### src/rtl/ibex_pkg.sv
// Shared types and helpers for the Ibex load/store unit controller.
// Access-type encoding, FSM states, and byte-lane helpers used by ibex_lsu_ctrl.
package ibex_pkg;

  typedef enum logic [1:0] {
    LSU_WORD = 2'b00,
    LSU_HALF = 2'b01,
    LSU_BYTE = 2'b10,
    LSU_RSVD = 2'b11
  } lsu_type_e;

  typedef enum logic [2:0] {
    IDLE            = 3'd0,
    WAIT_GNT        = 3'd1,
    WAIT_RVALID     = 3'd2,
    WAIT_GNT_MIS    = 3'd3,
    WAIT_RVALID_MIS = 3'd4
  } lsu_state_e;

  // The reserved type encoding behaves exactly like a word access.
  function automatic logic is_misaligned(lsu_type_e t, logic [1:0] off);
    case (t)
      LSU_HALF: is_misaligned = (off == 2'd3);
      LSU_BYTE: is_misaligned = 1'b0;
      default:  is_misaligned = (off != 2'd0);
    endcase
  endfunction

  function automatic logic [3:0] byte_enable(lsu_type_e t, logic [1:0] off, logic second);
    case (t)
      LSU_HALF: begin
        if (off == 2'd3) byte_enable = second ? 4'b0001 : 4'b1000;
        else             byte_enable = 4'b0011 << off;
      end
      LSU_BYTE: byte_enable = 4'b0001 << off;
      default:  byte_enable = second ? (4'b1111 >> (3'd4 - {1'b0, off}))
                                     : (4'b1111 << off);
    endcase
  endfunction

  function automatic logic [31:0] rotl_bytes(logic [31:0] d, logic [1:0] off);
    logic [63:0] t;
    t = {d, d} << {off, 3'b000};
    return t[63:32];
  endfunction

endpackage

### src/rtl/ibex_lsu_ctrl.sv
// Load/store unit controller: drives the data bus, splits or rejects misaligned
// accesses, and aligns and extends load data for writeback.
module ibex_lsu_ctrl
  import ibex_pkg::*;
#(
  parameter bit MisalignedSplit = 1'b1
) (
  input  logic        clk_i,
  input  logic        rst_ni,
  input  logic        lsu_req_i,
  input  logic        lsu_we_i,
  input  logic [1:0]  lsu_type_i,
  input  logic        lsu_sign_ext_i,
  input  logic [31:0] lsu_wdata_i,
  input  logic [31:0] adder_result_ex_i,
  output logic        data_req_o,
  input  logic        data_gnt_i,
  output logic [31:0] data_addr_o,
  output logic        data_we_o,
  output logic [3:0]  data_be_o,
  output logic [31:0] data_wdata_o,
  input  logic        data_rvalid_i,
  input  logic        data_err_i,
  input  logic [31:0] data_rdata_i,
  output logic [31:0] lsu_rdata_o,
  output logic        lsu_resp_valid_o,
  output logic        load_err_o,
  output logic        store_err_o,
  output logic        busy_o
);

  lsu_state_e  state_q;
  logic [31:0] addr_q;
  logic [31:0] wdata_q;
  logic [31:0] rdata_first_q;
  lsu_type_e   type_q;
  logic        we_q;
  logic        sign_ext_q;
  logic        split_q;
  logic        err_q;
  logic        mis_err_q;

  logic        idle;
  logic        second_part;
  logic        req_mis;
  lsu_type_e   req_type;
  lsu_type_e   cur_type;
  logic [31:0] cur_addr;
  logic [31:0] cur_wdata;
  logic [1:0]  cur_off;
  logic        resp_valid;
  logic        resp_err;
  logic [63:0] rdata_cat;
  logic [31:0] rdata_shift;
  logic [31:0] rdata_ext;

  assign idle        = (state_q == IDLE);
  assign second_part = (state_q == WAIT_GNT_MIS) || (state_q == WAIT_RVALID_MIS);
  assign req_type    = lsu_type_e'(lsu_type_i);
  assign req_mis     = is_misaligned(req_type, adder_result_ex_i[1:0]);

  // In IDLE the request is served straight from the ID/EX inputs; afterwards
  // everything comes from the captured copy so the bus sees stable values.
  always_comb begin
    cur_addr  = idle ? adder_result_ex_i : addr_q;
    cur_type  = idle ? req_type          : type_q;
    cur_wdata = idle ? lsu_wdata_i       : wdata_q;
    cur_off   = cur_addr[1:0];
  end

  assign data_req_o   = (idle && lsu_req_i && !(req_mis && !MisalignedSplit)) ||
                        (state_q == WAIT_GNT) || (state_q == WAIT_GNT_MIS);
  assign data_addr_o  = second_part ? {addr_q[31:2] + 30'd1, 2'b00} : {cur_addr[31:2], 2'b00};
  assign data_we_o    = idle ? lsu_we_i : we_q;
  assign data_be_o    = byte_enable(cur_type, cur_off, second_part);
  assign data_wdata_o = rotl_bytes(cur_wdata, cur_off);

  // mis_err_q marks a rejected misaligned access: complete with an error, no bus traffic.
  assign resp_valid = ((state_q == WAIT_RVALID) && (mis_err_q || (data_rvalid_i && !split_q))) ||
                      ((state_q == WAIT_RVALID_MIS) && data_rvalid_i);
  assign resp_err   = mis_err_q || err_q || data_err_i;

  assign lsu_resp_valid_o = resp_valid;
  assign load_err_o       = resp_valid && resp_err && !we_q;
  assign store_err_o      = resp_valid && resp_err && we_q;
  assign busy_o           = !idle;

  always_comb begin
    rdata_cat   = second_part ? {data_rdata_i, rdata_first_q} : {32'h0, data_rdata_i};
    rdata_shift = 32'(rdata_cat >> {addr_q[1:0], 3'b000});
    case (type_q)
      LSU_BYTE: rdata_ext = sign_ext_q ? {{24{rdata_shift[7]}}, rdata_shift[7:0]}
                                       : {24'h0, rdata_shift[7:0]};
      LSU_HALF: rdata_ext = sign_ext_q ? {{16{rdata_shift[15]}}, rdata_shift[15:0]}
                                       : {16'h0, rdata_shift[15:0]};
      default:  rdata_ext = rdata_shift;
    endcase
  end

  assign lsu_rdata_o = resp_valid ? rdata_ext : 32'h0;

  always_ff @(posedge clk_i or negedge rst_ni) begin
    if (!rst_ni) begin
      state_q       <= IDLE;
      addr_q        <= 32'h0;
      wdata_q       <= 32'h0;
      rdata_first_q <= 32'h0;
      type_q        <= LSU_WORD;
      we_q          <= 1'b0;
      sign_ext_q    <= 1'b0;
      split_q       <= 1'b0;
      err_q         <= 1'b0;
      mis_err_q     <= 1'b0;
    end else begin
      case (state_q)
        IDLE: begin
          if (lsu_req_i) begin
            addr_q     <= adder_result_ex_i;
            wdata_q    <= lsu_wdata_i;
            type_q     <= req_type;
            we_q       <= lsu_we_i;
            sign_ext_q <= lsu_sign_ext_i;
            split_q    <= req_mis && MisalignedSplit;
            err_q      <= 1'b0;
            if (req_mis && !MisalignedSplit) begin
              mis_err_q <= 1'b1;
              state_q   <= WAIT_RVALID;
            end else begin
              state_q <= data_gnt_i ? WAIT_RVALID : WAIT_GNT;
            end
          end
        end
        WAIT_GNT: begin
          if (data_gnt_i) state_q <= WAIT_RVALID;
        end
        WAIT_RVALID: begin
          if (mis_err_q) begin
            mis_err_q <= 1'b0;
            state_q   <= IDLE;
          end else if (data_rvalid_i) begin
            if (split_q) begin
              rdata_first_q <= data_rdata_i;
              err_q         <= data_err_i;
              state_q       <= WAIT_GNT_MIS;
            end else begin
              state_q <= IDLE;
            end
          end
        end
        WAIT_GNT_MIS: begin
          if (data_gnt_i) state_q <= WAIT_RVALID_MIS;
        end
        WAIT_RVALID_MIS: begin
          if (data_rvalid_i) state_q <= IDLE;
        end
        default: state_q <= IDLE;
      endcase
    end
  end

endmodule
### config.mk
export PLATFORM = sky130hd
export DESIGN_NAME = ibex_lsu_ctrl
export DESIGN_NICKNAME = d
export VERILOG_FILES = /design/src/rtl/ibex_pkg.sv /design/src/rtl/ibex_lsu_ctrl.sv
export SDC_FILE = /design/constraint.sdc
export NUM_CORES = 1
export LEC_CHECK = 0
export ABC_CLOCK_PERIOD_IN_PS = 5300
export BUFFER_PORTS_ARGS = -buffer_cell sky130_fd_sc_hd__buf_2
export CORE_ASPECT_RATIO = 1.5
export CORE_MARGIN = 4
export CORE_UTILIZATION = 60
export CTS_CLUSTER_SIZE = 12
export DETAILED_ROUTE_END_ITERATION = 12
export HOLD_SLACK_MARGIN = 0.12
export PLACE_DENSITY = 0.85
export SKIP_LAST_GASP = 1
export SYNTH_ARGS = -nofsm -noshare
export SYNTH_HDL_FRONTEND = slang
export SYNTH_SLANG_ARGS = --single-unit
export TNS_END_PERCENT = 1
### constraint.sdc
create_clock -name clk_i -period 5.3 [get_ports clk_i]
set_clock_uncertainty 0.2 [all_clocks]
set_input_delay 0.53 -clock clk_i [delete_from_list [all_inputs] [get_ports clk_i]]
set_output_delay 0.53 -clock clk_i [all_outputs]
set_load 0.02 [all_outputs]
==> flow_metrics.py <==
metrics = {
    "outcome": {
        "run_status": "finished clean",
    },
    "pwr": {
        "power_density_nw_per_um2": 718,
        "p_leak_nw": 4.91,
        "ir_worst_vdd_uv": 546,
        "fin_total_pwr_w": 0.00756,
    },
    "sta": {
        "finalHoldViolations": 0,
        "final-max-slew-violation-count": 0,
        "max_slew_margin": 0.297,
        "period_share": 0.845,
        "worst_path_setup_slack_after_routing_ns": 0.823,
        "report.final.setup_viol": 0,
        "final.min_clock_period_ns": 4.48,
        "grt_setup_unrepaired": "no",
        "timing_worst_slew_pin_value_ns": 1.05,
        "tns_ns": 0,
        "fin_worst_hold_slack_ns": 0.109,
        "maxClockFrequency_ghz": 0.223,
    },
    "cells_and_area": {
        "highest_count_cells_in_the_layout_ignoring_fill_and_taps": "sky130_fd_sc_hd__nand2_1, sky130_fd_sc_hd__buf_2, sky130_fd_sc_hd__mux2i_1, sky130_fd_sc_hd__dfrtp_1, sky130_fd_sc_hd__nor2_1",
        "drive_gt1_frac": 0.274,
        "stdcell_area_um2": 10500,
        "fin_nets": 1401,
        "layout_commonest_cell": "sky130_fd_sc_hd__nand2_1",
        "synthToLayoutAreaGrowth_pct": 13.8,
    },
    "die": {
        "pin_count": 212,
        "std_cell_rows": 55,
        "dieHeight_um": 160,
        "initial_utilization": 0.611,
        "core_area_um2": 15100,
        "die-area_um2": 17500,
        "die_w_um": 109,
    },
    "place": {
        "dp_worst_setup_slack_ns": 1.27,
        "gpl_congestion": 0.917,
        "buffer_ports.inserted": 209,
        "dpl_cell_area_um2": 10200,
        "place.detailed.hpwl_mm": 18.8,
    },
    "clock_tree": {
        "cts_num_sinks": 105,
        "clk_latency_ns": 0.34,
        "cts_tree": "done",
        "clock_slew_at_the_register_clock_pins_of_the_worst_setup_and_hold_paths_ns": 0.07,
        "cts_hold_buf": 0,
        "ctsResizeCount": 0,
        "cts-root-buf": "sky130_fd_sc_hd__clkbuf_16",
        "cts_inserted_buffers": 9,
        "htree_levels": 3,
        "cts_max_path_buffers": 2,
        "postCtsSetupRepairBufs": 0,
    },
    "global_route": {
        "first_global_vias": 8708,
        "antenna_found_initial": 1,
        "globalRoute.totalOverflow": 0,
        "globalRouteTotalUtil": 0.292,
        "largest_net_degree_at_the_start_of_global_routing": 73,
        "grt_first_pass_wirelength_mm": 41.8,
    },
    "run": {
        "max_cap_viol_count": 0,
    },
    "logic_synthesis": {
        "post-synth-top-area-cell": "sky130_fd_sc_hd__dfrtp_1",
        "share_of_async_settable_or_async_resettable_flops_after_synthesis": 1.00,
        "synth_area_per_inst_um2": 8.06,
        "synthCells": 1148,
        "synthFlopType": "sky130_fd_sc_hd__dfrtp_1",
        "netlist-cell-type-count": 74,
        "synth_area_leaders": "sky130_fd_sc_hd__dfrtp_1, sky130_fd_sc_hd__mux2i_1, sky130_fd_sc_hd__nand2_1",
        "synth.yosys.seq_area_share": 0.284,
        "synth_top_cell_area_share": 0.284,
        "synth.ff_latch_count": 105,
        "synth_edf_count": 0,
        "synth.yosys.warnings": 0,
        "synth.cell_area_um2": 9250,
    },
    "worst_hold_path": {
        "hp-class": "in -> async",
    },
    "drt": {
        "drt_pre_antenna_iters": 8,
        "drtIter0Drc": 880,
        "detail_route.wirelength_mm": 26.2,
        "wl_per_cell_um": 17.6,
        "drt-vias-per-instance": 6.23,
        "final_antenna_net_count": 0,
        "vias": 9263,
        "drc_errors": 0,
    },
    "setup_path": {
        "worst_ep_required_time_ns": 4.57,
        "crit_fanout": 62,
        "critPathCaptureType": "output pin",
        "arrival_ns": 3.75,
        "critPathKind": "reg -> out",
        "timing.critical_path.from_type": "flip-flop",
    },
}
## final timing paths
| check | slack [ns] | startpoint | end | cells after the start |
|---|---|---|---|---|
| max | 0.82 | state_q[2] | lsu_rdata_o[21] | 7 |
| min | 0.11 | rst_ni | state_q[2] | 1 |
| max reg2reg | 1.47 | state_q[2] | addr_q[6] | 6 |
| min reg2reg | 0.31 | wdata_q[23] | wdata_q[23] | 2 |
| max in group asynchronous | 3.81 | rst_ni | addr_q[2] | 2 |
| min in group clk_i | 0.18 | lsu_sign_ext_i | sign_ext_q | 3 |
## kinds of logic (layout without fill, tap and decap cells)
kind of cell,after synthesis,count (layout),share of synthesized area
AO/OA/AOI/OAI,248,248,0.174
adder cells (fa/ha/maj),20,20,0.0248
XOR/XNOR,3,3,0.00284
AND/OR/NAND/NOR,444,444,0.208
flip-flops,105,105,0.284
other,1,3,0.000405
multiplexers,196,196,0.241
buffers and inverters,131,269,0.0648
## worst max-delay path, stage by stage, from the launching register on
cell and delay (ns):
sky130_fd_sc_hd__dfrtp_2 1.07, sky130_fd_sc_hd__or2b_1 0.39, sky130_fd_sc_hd__o21ai_0 0.12, sky130_fd_sc_hd__nand2_1 0.45, sky130_fd_sc_hd__inv_1 0.24, sky130_fd_sc_hd__a221oi_4 0.82, sky130_fd_sc_hd__a31oi_1 0.08, sky130_fd_sc_hd__buf_2 0.21
## per-stage QoR
stage	cells	util
floorplan	1149	-
global placement	1472	0.676
detailed placement	1472	0.676
CTS	1486	0.695
global route	1487	0.695
finish	1487	0.695
## synthesized netlist by cell type, types with 4 or more instances
| master | number |
|---|---|
| sky130_fd_sc_hd__mux4_2 | 14 |
| sky130_fd_sc_hd__and3_1 | 8 |
| sky130_fd_sc_hd__clkbuf_1 | 63 |
| sky130_fd_sc_hd__nor3_1 | 12 |
| sky130_fd_sc_hd__buf_1 | 12 |
| sky130_fd_sc_hd__nand2_1 | 232 |
| sky130_fd_sc_hd__and2_1 | 9 |
| sky130_fd_sc_hd__a221oi_1 | 12 |
| sky130_fd_sc_hd__a21oi_1 | 68 |
| sky130_fd_sc_hd__nor2_1 | 96 |
| sky130_fd_sc_hd__and4_1 | 6 |
| sky130_fd_sc_hd__inv_1 | 25 |
| sky130_fd_sc_hd__mux2_2 | 73 |
| sky130_fd_sc_hd__a31oi_1 | 14 |
| sky130_fd_sc_hd__buf_4 | 9 |
| sky130_fd_sc_hd__nand4_1 | 10 |
| sky130_fd_sc_hd__o221ai_1 | 4 |
| sky130_fd_sc_hd__buf_2 | 11 |
| sky130_fd_sc_hd__nand3_1 | 46 |
| sky130_fd_sc_hd__o22ai_1 | 8 |
| sky130_fd_sc_hd__o21ai_0 | 60 |
| sky130_fd_sc_hd__o21ai_1 | 7 |
| sky130_fd_sc_hd__a311oi_1 | 10 |
| sky130_fd_sc_hd__o31ai_1 | 5 |
| sky130_fd_sc_hd__a21oi_2 | 7 |
| sky130_fd_sc_hd__buf_6 | 8 |
| sky130_fd_sc_hd__ha_1 | 11 |
| sky130_fd_sc_hd__dfrtp_1 | 105 |
| sky130_fd_sc_hd__a211oi_1 | 18 |
| sky130_fd_sc_hd__mux2i_1 | 109 |
| sky130_fd_sc_hd__maj3_1 | 8 |
## routing by layer
layer / global-route usage / vias to the layer above / wire (µm)
met5: 0 / - / 0
met4: 0.133 / 0 / 1060
met3: 0.0425 / 79 / 1880
met2: 0.494 / 394 / 13100
met1: 0.362 / 4409 / 10200
li1: - / 4381 / -
## report_power, final
part | switching, W | leakage, nW | internal, W
Clock | 0.000293 | 0.144 | 0.000380
Combinational | 0.00319 | 3.49 | 0.00199
Sequential | 0.000512 | 1.28 | 0.00119
Total | 0.00400 | 4.91 | 0.00357
## layout make-up
cell class	instances	area, µm²
diodes	1	2.50
clock buffers	11	243
clock inverters	3	50.0
fillers	1254	4610
inverters	28	105
multi-input cells	913	6050
flip-flops and latches	105	2630
well taps	199	249
repair buffers	227	1200
## sequential cells by signal, indices dropped and copies added (netlist names)
signal and cells:
err_q 1, rdata_first_q 32, split_q 1, wdata_q 32
type_q 2, we_q 1, state_q 3, addr_q 32
sign_ext_q 1
Note: power is estimated with default switching activity, not from simulation.
